File: src/rtl/sprite_compositor.sv
// Multi-sprite compositor: scaled, colour-keyed sprite layers over a background,
// with timing flags re-aligned to the sprite memory read latency.
module sprite_compositor #(
    parameter int NUM_SPRITES = 2,
    parameter int WIDTH       = 128,
    parameter int HEIGHT      = 128,
    parameter int HCOUNT_W    = 11,
    parameter int VCOUNT_W    = 10,
    parameter int COLOR_W     = 12,
    parameter int MEM_LATENCY = 2,
    parameter int ADDR_W      = $clog2(WIDTH * HEIGHT)
) (
    input  logic                              clk_in,
    input  logic                              rst_in,
    input  logic [HCOUNT_W-1:0]               hcount_in,
    input  logic [VCOUNT_W-1:0]               vcount_in,
    input  logic                              hsync_in,
    input  logic                              vsync_in,
    input  logic                              blank_in,
    input  logic [NUM_SPRITES*HCOUNT_W-1:0]   sprite_x_in,
    input  logic [NUM_SPRITES*VCOUNT_W-1:0]   sprite_y_in,
    input  logic [NUM_SPRITES-1:0]            sprite_en_in,
    input  logic [2*NUM_SPRITES-1:0]          sprite_scale_in,
    input  logic [COLOR_W-1:0]                key_color_in,
    input  logic [COLOR_W-1:0]                bg_color_in,
    output logic [NUM_SPRITES*ADDR_W-1:0]     mem_addr_out,
    input  logic [NUM_SPRITES*COLOR_W-1:0]    mem_data_in,
    output logic [COLOR_W-1:0]                color_out,
    output logic                              hsync_out,
    output logic                              vsync_out,
    output logic                              blank_out
);

    // Flag pipe bit order: {valid, hsync, vsync, blank}
    localparam int F_VALID = 3;
    localparam int F_HSYNC = 2;
    localparam int F_VSYNC = 1;
    localparam int F_BLANK = 0;

    logic                            vs_prev_q;
    logic [NUM_SPRITES*HCOUNT_W-1:0] x_q;
    logic [NUM_SPRITES*VCOUNT_W-1:0] y_q;
    logic [NUM_SPRITES-1:0]          en_q;
    logic [2*NUM_SPRITES-1:0]        scale_q;

    logic [NUM_SPRITES-1:0]          hit_d;
    logic [NUM_SPRITES*ADDR_W-1:0]   addr_d;
    logic [NUM_SPRITES*ADDR_W-1:0]   addr_q;
    logic [NUM_SPRITES-1:0]          hit_pipe_q  [MEM_LATENCY+1];
    logic [3:0]                      flag_pipe_q [MEM_LATENCY+1];

    logic [COLOR_W-1:0]              color_d;
    logic [COLOR_W-1:0]              color_q;
    logic                            hsync_q;
    logic                            vsync_q;
    logic                            blank_q;

    // Sprite position/enable/scale only change on a vsync rising edge, so a frame never tears.
    // NOTE: sequential state uses non-blocking assignments so every register samples pre-edge values.
    always_ff @(posedge clk_in) begin
        if (rst_in) begin
            vs_prev_q <= 1'b0;
            x_q       <= '0;
            y_q       <= '0;
            en_q      <= '0;
            scale_q   <= '0;
        end else begin
            vs_prev_q <= vsync_in;
            if (vsync_in && !vs_prev_q) begin
                x_q     <= sprite_x_in;
                y_q     <= sprite_y_in;
                en_q    <= sprite_en_in;
                scale_q <= sprite_scale_in;
            end
        end
    end

    // Stage A: hit test and source address per sprite.
    // NOTE: every always_comb output gets a default first so no latch can be inferred.
    always_comb begin
        logic [HCOUNT_W:0] dx;
        logic [VCOUNT_W:0] dy;
        logic [1:0]        s;
        logic              in_x;
        logic              in_y;
        hit_d  = '0;
        addr_d = '0;
        dx     = '0;
        dy     = '0;
        s      = '0;
        in_x   = 1'b0;
        in_y   = 1'b0;
        for (int i = 0; i < NUM_SPRITES; i++) begin
            s    = scale_q[2*i +: 2];
            dx   = {1'b0, hcount_in} - {1'b0, x_q[i*HCOUNT_W +: HCOUNT_W]};
            dy   = {1'b0, vcount_in} - {1'b0, y_q[i*VCOUNT_W +: VCOUNT_W]};
            in_x = (hcount_in >= x_q[i*HCOUNT_W +: HCOUNT_W]) && (32'(dx) < (32'(WIDTH) << s));
            in_y = (vcount_in >= y_q[i*VCOUNT_W +: VCOUNT_W]) && (32'(dy) < (32'(HEIGHT) << s));
            hit_d[i] = en_q[i] && in_x && in_y;
            if (hit_d[i]) begin
                addr_d[i*ADDR_W +: ADDR_W] = ADDR_W'(dx >> s) + ADDR_W'(dy >> s) * ADDR_W'(WIDTH);
            end
        end
    end

    // Stage C: lowest-index opaque sprite wins; blank or an unfilled pipeline forces black.
    always_comb begin
        color_d = bg_color_in;
        for (int i = NUM_SPRITES - 1; i >= 0; i--) begin
            if (hit_pipe_q[MEM_LATENCY][i] &&
                (mem_data_in[i*COLOR_W +: COLOR_W] != key_color_in)) begin
                color_d = mem_data_in[i*COLOR_W +: COLOR_W];
            end
        end
        if (flag_pipe_q[MEM_LATENCY][F_BLANK] || !flag_pipe_q[MEM_LATENCY][F_VALID]) begin
            color_d = '0;
        end
    end

    // NOTE: the pipeline arrays are reset too; the valid bit they carry is what keeps output black while refilling.
    always_ff @(posedge clk_in) begin
        if (rst_in) begin
            addr_q  <= '0;
            color_q <= '0;
            hsync_q <= 1'b0;
            vsync_q <= 1'b0;
            blank_q <= 1'b0;
            for (int k = 0; k <= MEM_LATENCY; k++) begin
                hit_pipe_q[k]  <= '0;
                flag_pipe_q[k] <= '0;
            end
        end else begin
            addr_q         <= addr_d;
            hit_pipe_q[0]  <= hit_d;
            flag_pipe_q[0] <= {1'b1, hsync_in, vsync_in, blank_in};
            for (int k = 1; k <= MEM_LATENCY; k++) begin
                hit_pipe_q[k]  <= hit_pipe_q[k-1];
                flag_pipe_q[k] <= flag_pipe_q[k-1];
            end
            color_q <= color_d;
            hsync_q <= flag_pipe_q[MEM_LATENCY][F_HSYNC];
            vsync_q <= flag_pipe_q[MEM_LATENCY][F_VSYNC];
            blank_q <= flag_pipe_q[MEM_LATENCY][F_BLANK];
        end
    end

    assign mem_addr_out = addr_q;
    assign color_out    = color_q;
    assign hsync_out    = hsync_q;
    assign vsync_out    = vsync_q;
    assign blank_out    = blank_q;

endmodule

File: config.mk
export PLATFORM = sky130hd
export DESIGN_NAME = sprite_compositor
export DESIGN_NICKNAME = d
export VERILOG_FILES = /design/src/rtl/sprite_compositor.sv
export SDC_FILE = /design/constraint.sdc
export NUM_CORES = 1
export LEC_CHECK = 0
export ABC_AREA = 1
export CORE_ASPECT_RATIO = 1.75
export CORE_UTILIZATION = 35
export CTS_CLUSTER_SIZE = 40
export DETAILED_ROUTE_END_ITERATION = 16
export MAX_ROUTING_LAYER = met4
export PLACE_DENSITY_LB_ADDON = 0.2
export SLEW_MARGIN = 0
export SYNTH_ARGS = -nofsm -noshare
export SYNTH_HDL_FRONTEND = slang
export SYNTH_SLANG_ARGS = --single-unit
File: constraint.sdc
create_clock -name clk_in -period 3.44 [get_ports clk_in]
set_input_delay 0.688 -clock clk_in [delete_from_list [all_inputs] [get_ports clk_in]]
set_output_delay 0.688 -clock clk_in [all_outputs]
set_load 0.005 [all_outputs]
==> Yosys cells after proc, flatten, opt, wreduce, memory -nomap -nowiden <==
Memories as Yosys holds them, arrays and structs flattened.
Cells that the tools add are included.
{ "word_totals": {"mem_count": 2, "out_inout_bits": 43, "word_cells": 71, "mem_bits_rw": 18, "latch_bits": 0, "register_bits": 92, "rom_bits": 0, "inputBits": 122} }
{ "memory_table": {"columns": ["memory", "depth", "width", "read_ports", "rd_ports_with_merged_regs", "write_ports", "line_no", "rtl"], "rows": [
  ["flag_pipe_q", 3, 4, 3, 0, 3, "50", "logic [3:0] flag_pipe_q [MEM_LATENCY+1];"],
  ["hit_pipe_q", 3, 2, 3, 0, 3, "49", "logic [NUM_SPRITES-1:0] hit_pipe_q [MEM_LATENCY+1];"]
]} }
{ "op_classes": {"magnitude_cmp": 8, "n_shift": 6, "n_mux": 11, "bitwise_logic": 8, "multipliers": 0, "addsub": 6, "div_mod_pow": 0, "eq_ne": 2, "reduce_logical": 17} }
{ "ops": {"columns": ["cell", "count"], "rows": [
  ["< comparator 11 x 32 -> 1 bit", 2],
  ["< comparator 12 x 32 -> 1 bit", 2],
  ["left shift 8 x 2 -> 32 bit (first input constant)", 2],
  ["adder 14 bit", 2],
  [">> shifter 12 x 2 -> 14 bit", 2],
  ["2-to-1 mux 12 bit", 2],
  ["inequality test 12 bit", 2],
  ["subtractor 11 x 11 -> 12 bit", 2],
  [">= comparator 11 bit", 2],
  [">> shifter 11 x 2 -> 7 bit", 2],
  ["subtractor 10 x 10 -> 11 bit", 2],
  [">= comparator 10 bit", 2],
  ["2-to-1 mux 4 bit", 3],
  ["logical AND 1 bit", 11],
  ["2-to-1 mux 2 bit", 3],
  ["OR 1 bit", 6],
  ["OR reduction 2 bit", 3],
  ["2-to-1 mux 1 bit", 3],
  ["zero test 1 bit", 2],
  ["inverter 1 bit", 2],
  ["logical OR 1 bit", 1]
]} }

==> Longest topological paths before layout <==
Gate-level depths: netlist of run 1.
{ "depth": {"depth_word": 7, "mapped_depth": 27, "mapped_depth_nobuf": 27} }

==> Worst setup path before layout of run 1 <==
Ideal clock, no wire load.
{ "synth_path": {"path_type": "input to register", "from": "input port hcount_in[0]", "to": "register addr_q[27], in the netlist mem_addr_out[27]", "path_buffers": 0, "path_slack_ns": -0.074, "arrival_ns": 3.400, "t_required_ns": 3.325, "setup_time_ns": 0.115, "stages": 22, "path_cell_list": "inv_1 ha_1 fa_1 o21ai_2 nand2_1 nand3_2 a21oi_1 inv_1 nand2_1 nand3_1 nand3_1 nand2_1 ha_1 inv_1 fa_1 o31ai_1 nand2_1 inv_1 or2_2 nand3_1 nand2_1 nor2_1"} }
{ "synth_via": {"elab_chain_cells": 7, "elab_cells_between_ends": 10, "cone_classes": "2 x add/sub; 2 x order compare; 1 x shift; 1 x bitwise; 4 x reduce/logical"} }
{ "synth_rtl": {"columns": ["element", "line_no", "rtl"], "rows": [
  ["start, declared", "15", "input logic [HCOUNT_W-1:0] hcount_in,"],
  ["subtractor 11 x 11 -> 12 bit", "95", "dx = {1'b0, hcount_in} - {1'b0, x_q[i*HCOUNT_W +: HCOUNT_W]};"],
  ["< comparator 12 x 32 -> 1 bit", "97", "in_x = (hcount_in >= x_q[i*HCOUNT_W +: HCOUNT_W]) && (32'(dx) < (32'(WIDTH) << s));"],
  ["logical AND 1 bit", "97", null],
  ["logical AND 1 bit (2 in a row)", "99", "hit_d[i] = en_q[i] && in_x && in_y;"],
  ["inverter 1 bit (no source line)", null, null],
  ["OR reduction 2 bit (no source line)", null, null],
  ["end signal, assigned", "133", "addr_q <= addr_d;"],
  ["end, declared", "48", "logic [NUM_SPRITES*ADDR_W-1:0] addr_q;"]
]} }
Several ways; a longest one is shown, not always the timed one.
A chain may end at the register's enable or synchronous reset.

==> Worst setup path in the final report of run 1 <==
{ "layout_path": {"from": "input port hcount_in[9]", "to": "register addr_q[27], in the netlist mem_addr_out[27]"} }
The elaborated chain is that of the path after synthesis.

==> results of run 1 <==
per-stage QoR:
step	util	power, uW	instances
6_report	0.536	4480	1773
5_1_grt	0.536	4840	1773
4_1_cts	0.525	4440	1770
3_5_place_dp	0.500	3250	1740
3_3_place_gp	0.500	3220	1740
2_1_floorplan	-	2450	1165
kinds of logic after synthesis:
| logic type | after synthesis | synth area share |
|---|---|---|
| AND/OR/NAND/NOR | 513 | 0.287 |
| XOR/XNOR | 41 | 0.0460 |
| adder cells (fa/ha/maj) | 74 | 0.124 |
| flip-flops | 109 | 0.280 |
| multiplexers | 2 | 0.00257 |
| buffers and inverters | 229 | 0.114 |
| AO/OA/AOI/OAI | 197 | 0.146 |
final timing paths:
path	to	slack (ns)	depth (start not counted)
worst max-delay path	mem_addr_out[27]	0.08	18
worst min-delay path	hsync_out	0.40	2
worst max register to register	mem_addr_out[12]	0.32	23
worst min register to register	hsync_out	0.40	2
flip-flops by register name (all words and copies together), names as in the netlist:
register and cells:
vsync_out 1, blank_out 1, hit_pipe_q 6, mem_addr_out 28
color_out 12, hsync_out 1, scale_q 4, en_q 2
flag_pipe_q 12, y_q 20, x_q 22
worst register-to-register path, delay by kind of cell, from the launching register on:
family,cells,cell delay (ns)
AOI/OAI and AO/OA,3,0.32
adders and majority gates,3,0.73
buffers and inverters,3,0.14
DFF,1,0.39
and+or+nand+nor,14,1.42
final cells by class:
class,count,share of cell area
repair buffers,337,0.256
clock buffers,9,0.0194
clock inverters,7,0.00495
inverters,192,0.0620
flip-flops and latches,109,0.188
multi-input cells,827,0.439
well taps,292,0.0314
power by group through the flow:
stage                     Clock, uW  Combinational (uW)  Sequential, uW
final                          1060                2090            1340
after detailed placement          0                1880            1370
after global placement            0                1860            1370
after CTS                      1100                2000            1340
after floorplan                   0                1090            1360
after global routing           1150                2350            1340
layer usage:
| metal | global-route usage | part of all wire | routed length (um) | vias to the layer above |
|---|---|---|---|---|
| li1 | - | - | - | 4374 |
| met1 | 0.225 | 0.38 | 9470 | 3756 |
| met2 | 0.432 | 0.55 | 13500 | 188 |
| met3 | 0.0391 | 0.036 | 896 | 48 |
| met4 | 0.0933 | 0.036 | 901 | 0 |
| met5 | - | 0 | 0 | - |
cell usage after synthesis (3+ instances only):
master	n
a21oi_1	79
a21oi_2	15
a22oi_1	3
and2_1	4
buf_1	3
buf_2	5
buf_6	3
clkbuf_1	25
dfxtp_1	109
fa_1	6
ha_1	68
inv_1	187
inv_2	3
nand2_1	254
nand2_2	4
nand3_1	130
nand3b_1	4
nand4_1	8
nor2_1	77
nor2_2	3
nor3_1	13
o211ai_1	13
o21a_1	3
o21ai_0	68
o21ai_2	3
o21bai_1	6
or2_2	11
xnor2_1	16
xor2_1	25
what timing repair did:
action / 4_1_cts / 5_1_grt
setup buffers: 14 / 3
resized for setup: 43 / 53
endpoints found under the hold margin: 0 / 0
setup endpoints to repair: 28 / 30
pin swaps: 12 / 17
==> insert_results.sql, run 1 <==
INSERT INTO impl_metrics (metric_group, metric, value, unit) VALUES
('outcome', 'status', 'finished, final reports clean', ''),
('floorplan', 'die_y', '200', 'um'),
('cells_and_area', 'final_area', '0.0116', 'mm2'),
('clock_network', 'clock_tree_sinks', '109', ''),
('global_route', 'number_of_antenna_violations_at_the_first_check_in_global_routing', '0', ''),
('worst_setup_path', 'rr_startpoint', 'x_q[0]', ''),
('floorplan', 'die_w', '115', 'um'),
('worst_setup_path', 'kind_of_end_point_of_the_critical_path', 'register', ''),
('pwr', 'power_frac_comb', '0.466', ''),
('synthesis', 'synth.avg_cell_area', '6.70', 'um2'),
('pwr', 'power.net_switching', '1640', 'uW'),
('clock_network', 'clockBufferDepth', '2', ''),
('cells_and_area', 'antenna_cells_inserted', '0', ''),
('pwr', 'cellPowerDensity', '386', 'mW/mm2'),
('place', 'place.gp.congestion', '0.909', ''),
('global_route', 'grt_pass1_wl', '38800', 'um'),
('clock_network', 'cts_root_buffer', 'clkbuf_16', ''),
('cells_and_area', 'seqCellArea', '0.00218', 'mm2'),
('sta', 'worst_hold_slack', '0.399', 'ns'),
('synthesis', 'synth_edf_count', '0', ''),
('worst_setup_path', 'worstPathMaxFanout', '3', ''),
('detailed_routing', 'detailroute.via_count', '8366', ''),
('flow_run', 'maxcap_viol_count', '0', ''),
('worst_setup_path', 'worstSetupPathType', 'in2reg', ''),
('synthesis', 'synth_top_area_share', '0.280', ''),
('synthesis', 'netlist_top_cells_area', 'dfxtp_1, nand2_1, ha_1', ''),
('detailed_routing', 'post_drt_via_cell_ratio', '4.72', ''),
('cells_and_area', 'nets', '1672', ''),
('worst_setup_path', 'crit_path_cell_trace', 'clkdlybuf4s50_1, ha_1, buf_4, nand2_1, nor2_1, o21ai_0, nand3_1, inv_1, nand2_1, a21oi_2, ha_1, a21oi_2, o31ai_4, nand2_1, inv_1, or2_2, a21oi_1, nor2_1', ''),
('cells_and_area', 'fill_cells', '2183', ''),
('detailed_routing', 'drt_pre_antenna_iters', '5', ''),
('synthesis', 'synth-warning-count', '0', ''),
('detailed_routing', 'wl_per_cell', '14.0', 'um'),
('sta', 'hold_viol', '0', ''),
('place', 'place.port_buffers', '164', ''),
('clock_network', 'worst_setup_hold_path_clk_slew', '0.08', 'ns'),
('sta', 'final_period_utilization', '0.978', ''),
('cells_and_area', 'layout.cells.most_common', 'nand2_1', ''),
('pwr', 'worst_ir_drop_vdd', '0.230', 'mV'),
('pwr', 'intPower', '2840', 'uW'),
('min_path', 'hold_path_startpoint', 'flag_pipe_q[0][10]', ''),
('min_path', 'hold_path_class', 'reg2reg', ''),
('global_route', 'global_route.overflow_total', '0', ''),
('sta', 'achievable-frequency', '0.297', 'GHz'),
('worst_setup_path', 'cp-start-kind', 'input port', ''),
('synthesis', 'yosysSeqAreaShare', '0.280', ''),
('global_route', 'grt_max_degree', '63', ''),
('sta', 'grt_setup_unrepaired', 'yes', ''),
('sta', 'finalSetupViolCount', '0', ''),
('detailed_routing', 'initialDrtViolationCount', '309', ''),
('cells_and_area', 'multiInputGateArea', '0.00510', 'mm2'),
('worst_setup_path', 'cpPeakStageDelay', '0.50', 'ns'),
('worst_setup_path', 'cp-startpoint', 'hcount_in[9]', ''),
('sta', 'fin_setup_tns', '0', 'ns'),
('synthesis', 'ys_async_sr_fraction', '0', ''),
('sta', 'timing.slew.headroom', '0.382', ''),
('detailed_routing', 'drcViolationCount', '0', ''),
('sta', 'worst_clock_skew', '0.0116', 'ns'),
('sta', 'slew_violations', '0', ''),
('worst_setup_path', 'cp_data_arrival_time', '3.64', 'ns'),
('floorplan', 'dieArea', '0.0229', 'mm2'),
('synthesis', 'synthesis.instances', '1165', ''),
('floorplan', 'start_util', '0.360', ''),
('sta', 'setup_ws_post_layout', '0.0772', 'ns'),
('floorplan', 'std_cell_rows', '71', ''),
('clock_network', 'cts_tree', 'done', ''),
('synthesis', 'synth.net_count', '1361', ''),
('clock_network', 'cts_inserted_buffers', '9', ''),
('detailed_routing', 'detail-route-antenna-nets', '0', ''),
('floorplan', 'coreArea', '0.0217', 'mm2'),
('global_route', 'track_usage', '0.228', '');
Note: power is estimated with default switching activity, not from simulation.
==> inputs of run 2 (changes only) <==
GPL_TIMING_DRIVEN = 1   (was not set)
REMOVE_ABC_BUFFERS = 1   (was not set)
==> run 2 against run 1 <==
Non-clock buffer count shrank 23. Largest power group unchanged. Core utilization decreased by 0.63 points. Cell area down 1.2%. Via count decreased by 2.3%. Die area stayed put. Worst hold slack gained 0.0012 ns.
==> insert_results.sql, run 2 (synthesized netlist as in run 1, its figures left out) <==
INSERT INTO impl_metrics (metric_group, metric, value, unit) VALUES
('global_route', 'grt_max_degree', '50', ''),
('sta', 'worstMarginPinSlew', '0.925', 'ns'),
('sta', 'grt_setup_unrepaired', 'yes', ''),
('place', 'place.port_buffers', '164', ''),
('place', 'dp.final_hpwl', '20100', 'um'),
('cells_and_area', 'largest_register_ffs', '28', ''),
('detailed_routing', 'detailroute.via_count', '8177', ''),
('floorplan', 'die_w', '115', 'um'),
('sta', 'setup_ws_post_layout', '0.172', 'ns'),
('sta', 'worst_hold_slack', '0.400', 'ns'),
('pwr', 'cellPowerDensity', '388', 'mW/mm2'),
('clock_network', 'clockBufferDepth', '2', ''),
('clock_network', 'clock_latency', '0.37', 'ns'),
('sta', 'worst_clock_skew', '0.0143', 'ns'),
('detailed_routing', 'post_drt_via_cell_ratio', '4.67', ''),
('cells_and_area', 'instances_no_fill', '1750', ''),
('floorplan', 'top_level_ports', '165', ''),
('floorplan', 'coreArea', '0.0217', 'mm2'),
('pwr', 'worst_ir_drop_vdd', '0.196', 'mV'),
('global_route', 'grt_pass1_wl', '39400', 'um'),
('min_path', 'hold_path_class', 'reg2reg', ''),
('place', 'placement.setup.worst_slack', '-0.730', 'ns'),
('global_route', 'track_usage', '0.228', ''),
('clock_network', 'cts_tree', 'done', ''),
('sta', 'finalSetupViolCount', '0', ''),
('worst_setup_path', 'cp.required', '3.74', 'ns'),
('global_route', 'number_of_antenna_violations_at_the_first_check_in_global_routing', '0', ''),
('clock_network', 'cts_htree_levels', '3', ''),
('detailed_routing', 'wl_per_cell', '14.0', 'um'),
('sta', 'final.min_clock_period', '3.27', 'ns'),
('outcome', 'status', 'finished, final reports clean', ''),
('worst_setup_path', 'worstSetupPathType', 'in2reg', ''),
('pwr', 'p_leak', '0.00551', 'uW'),
('detailed_routing', 'finalWirelength', '24500', 'um'),
('cells_and_area', 'drive_gt1_frac', '0.190', ''),
('clock_network', 'worst_setup_hold_path_clk_slew', '0.08', 'ns'),
('sta', 'hold_viol', '0', ''),
('cells_and_area', 'antenna_cells_inserted', '0', ''),
('floorplan', 'dieArea', '0.0229', 'mm2'),
('global_route', 'first_global_vias', '8356', ''),
('clock_network', 'cts_root_buffer', 'clkbuf_16', ''),
('detailed_routing', 'drt_pre_antenna_iters', '5', ''),
('sta', 'achievable-frequency', '0.306', 'GHz'),
('clock_network', 'clock_tree_sinks', '109', ''),
('cells_and_area', 'synthToLayoutAreaGrowth', '47.2', '%'),
('sta', 'timing.slew.headroom', '0.381', ''),
('detailed_routing', 'detail-route-antenna-nets', '0', ''),
('cells_and_area', 'nets', '1649', ''),
('cells_and_area', 'most-common-layout-cells', 'nand2_1, inv_1, clkdlybuf4s50_1, buf_4, nand3_1', ''),
('place', 'place.gp.congestion', '0.909', ''),
('cells_and_area', 'layout.cells.most_common', 'nand2_1', ''),
('sta', 'final_period_utilization', '0.950', ''),
('sta', 'slew_violations', '0', ''),
('detailed_routing', 'drcViolationCount', '0', ''),
('floorplan', 'die_y', '200', 'um'),
('worst_setup_path', 'cp_data_arrival_time', '3.57', 'ns'),
('worst_setup_path', 'kind_of_end_point_of_the_critical_path', 'register', ''),
('floorplan', 'start_util', '0.360', ''),
('worst_setup_path', 'cp-start-kind', 'input port', ''),
('global_route', 'global_route.overflow_total', '0', ''),
('detailed_routing', 'initialDrtViolationCount', '328', ''),
('clock_network', 'cts_inserted_buffers', '9', ''),
('place', 'dp.cells', '1732', ''),
('floorplan', 'std_cell_rows', '71', ''),
('flow_run', 'maxcap_viol_count', '0', ''),
('worst_setup_path', 'worstPathMaxFanout', '4', '');
[run 2: changes by cell type in the layout (fill, tap and decap cells not counted), moves of 3 or more]
cell             previous run  this run
buf_4                     171       147
clkbuf_2                    1         4
clkdlybuf4s15_1             3         0
dlymetal6s2s_1              9         6
ha_4                       16        19
nand2_1                   241       245
nand2_2                    16        13
nand3_2                     4         7
nor2_1                     73        77
nor2_2                      7         2
[run 2: timing repair]
item	CTS	global route
gates cloned	0	0
endpoints found under the setup margin	25	30
pin swaps	5	18
gates resized for setup	38	63
setup buffers	0	2
hold buffers	0	0
[run 2: stage by stage]
| step | setup TNS, ns | instance area, um2 | utilization | power, uW |
|---|---|---|---|---|
| floorplan | -0.100 | 7630 | - | 2430 |
| global placement | -13.64 | 10800 | 0.496 | 3230 |
| detailed placement | -14.78 | 10800 | 0.496 | 3240 |
| CTS | -0.0109 | 11200 | 0.518 | 4420 |
| global route | -0.0951 | 11500 | 0.530 | 4800 |
| finish | 0 | 11500 | 0.530 | 4450 |
[run 2: layout make-up]
class	count	area, um2
well taps	292	365
clock inverters	6	81.3
flip-flops and latches	109	2180
fillers	2204	10200
multi-input cells	827	5120
clock buffers	10	229
repair buffers	314	2780
inverters	192	723
[run 2: path summary, 6_finish.rpt]
| check | cells past startpoint | slack (ns) | to | startpoint |
|---|---|---|---|---|
| worst min-delay path | 2 | 0.40 | flag_pipe_q[0][9] | flag_pipe_q[0][5] |
| worst max register to register | 26 | 0.33 | mem_addr_out[13] | x_q[0] |
| worst max-delay path | 19 | 0.17 | mem_addr_out[13] | vcount_in[6] |
| worst min register to register | 2 | 0.40 | flag_pipe_q[0][9] | flag_pipe_q[0][5] |
[run 2: worst max-delay path, stage by stage]
cell and delay, ns:
clkdlybuf4s50_1 0.45, buf_4 0.17, ha_4 0.28, nand2_1 0.07, buf_4 0.14, nor2_1 0.14, nand3_1 0.13, nand3_1 0.12
nand2_1 0.08, and2_1 0.15, ha_1 0.28, nand2_1 0.07, a21boi_0 0.08, nor3_1 0.14, buf_4 0.15, nand3_1 0.10
nor2_4 0.18, nand2_2 0.06, nor2_1 0.10
[run 2: report_power, final]
part	switching [uW]	internal, uW	leakage [uW]
sequential	22.6	1310	0.000892
clock	530	580	0.000150
combinational	1030	975	0.00447
total	1580	2870	0.00551
[run 2: layer usage]
layer	global-route usage	vias up	wire [um]
li1	-	4329	-
met1	0.224	3642	9470
met2	0.439	151	13500
met3	0.0227	55	659
met4	0.111	0	911
met5	-	-	0
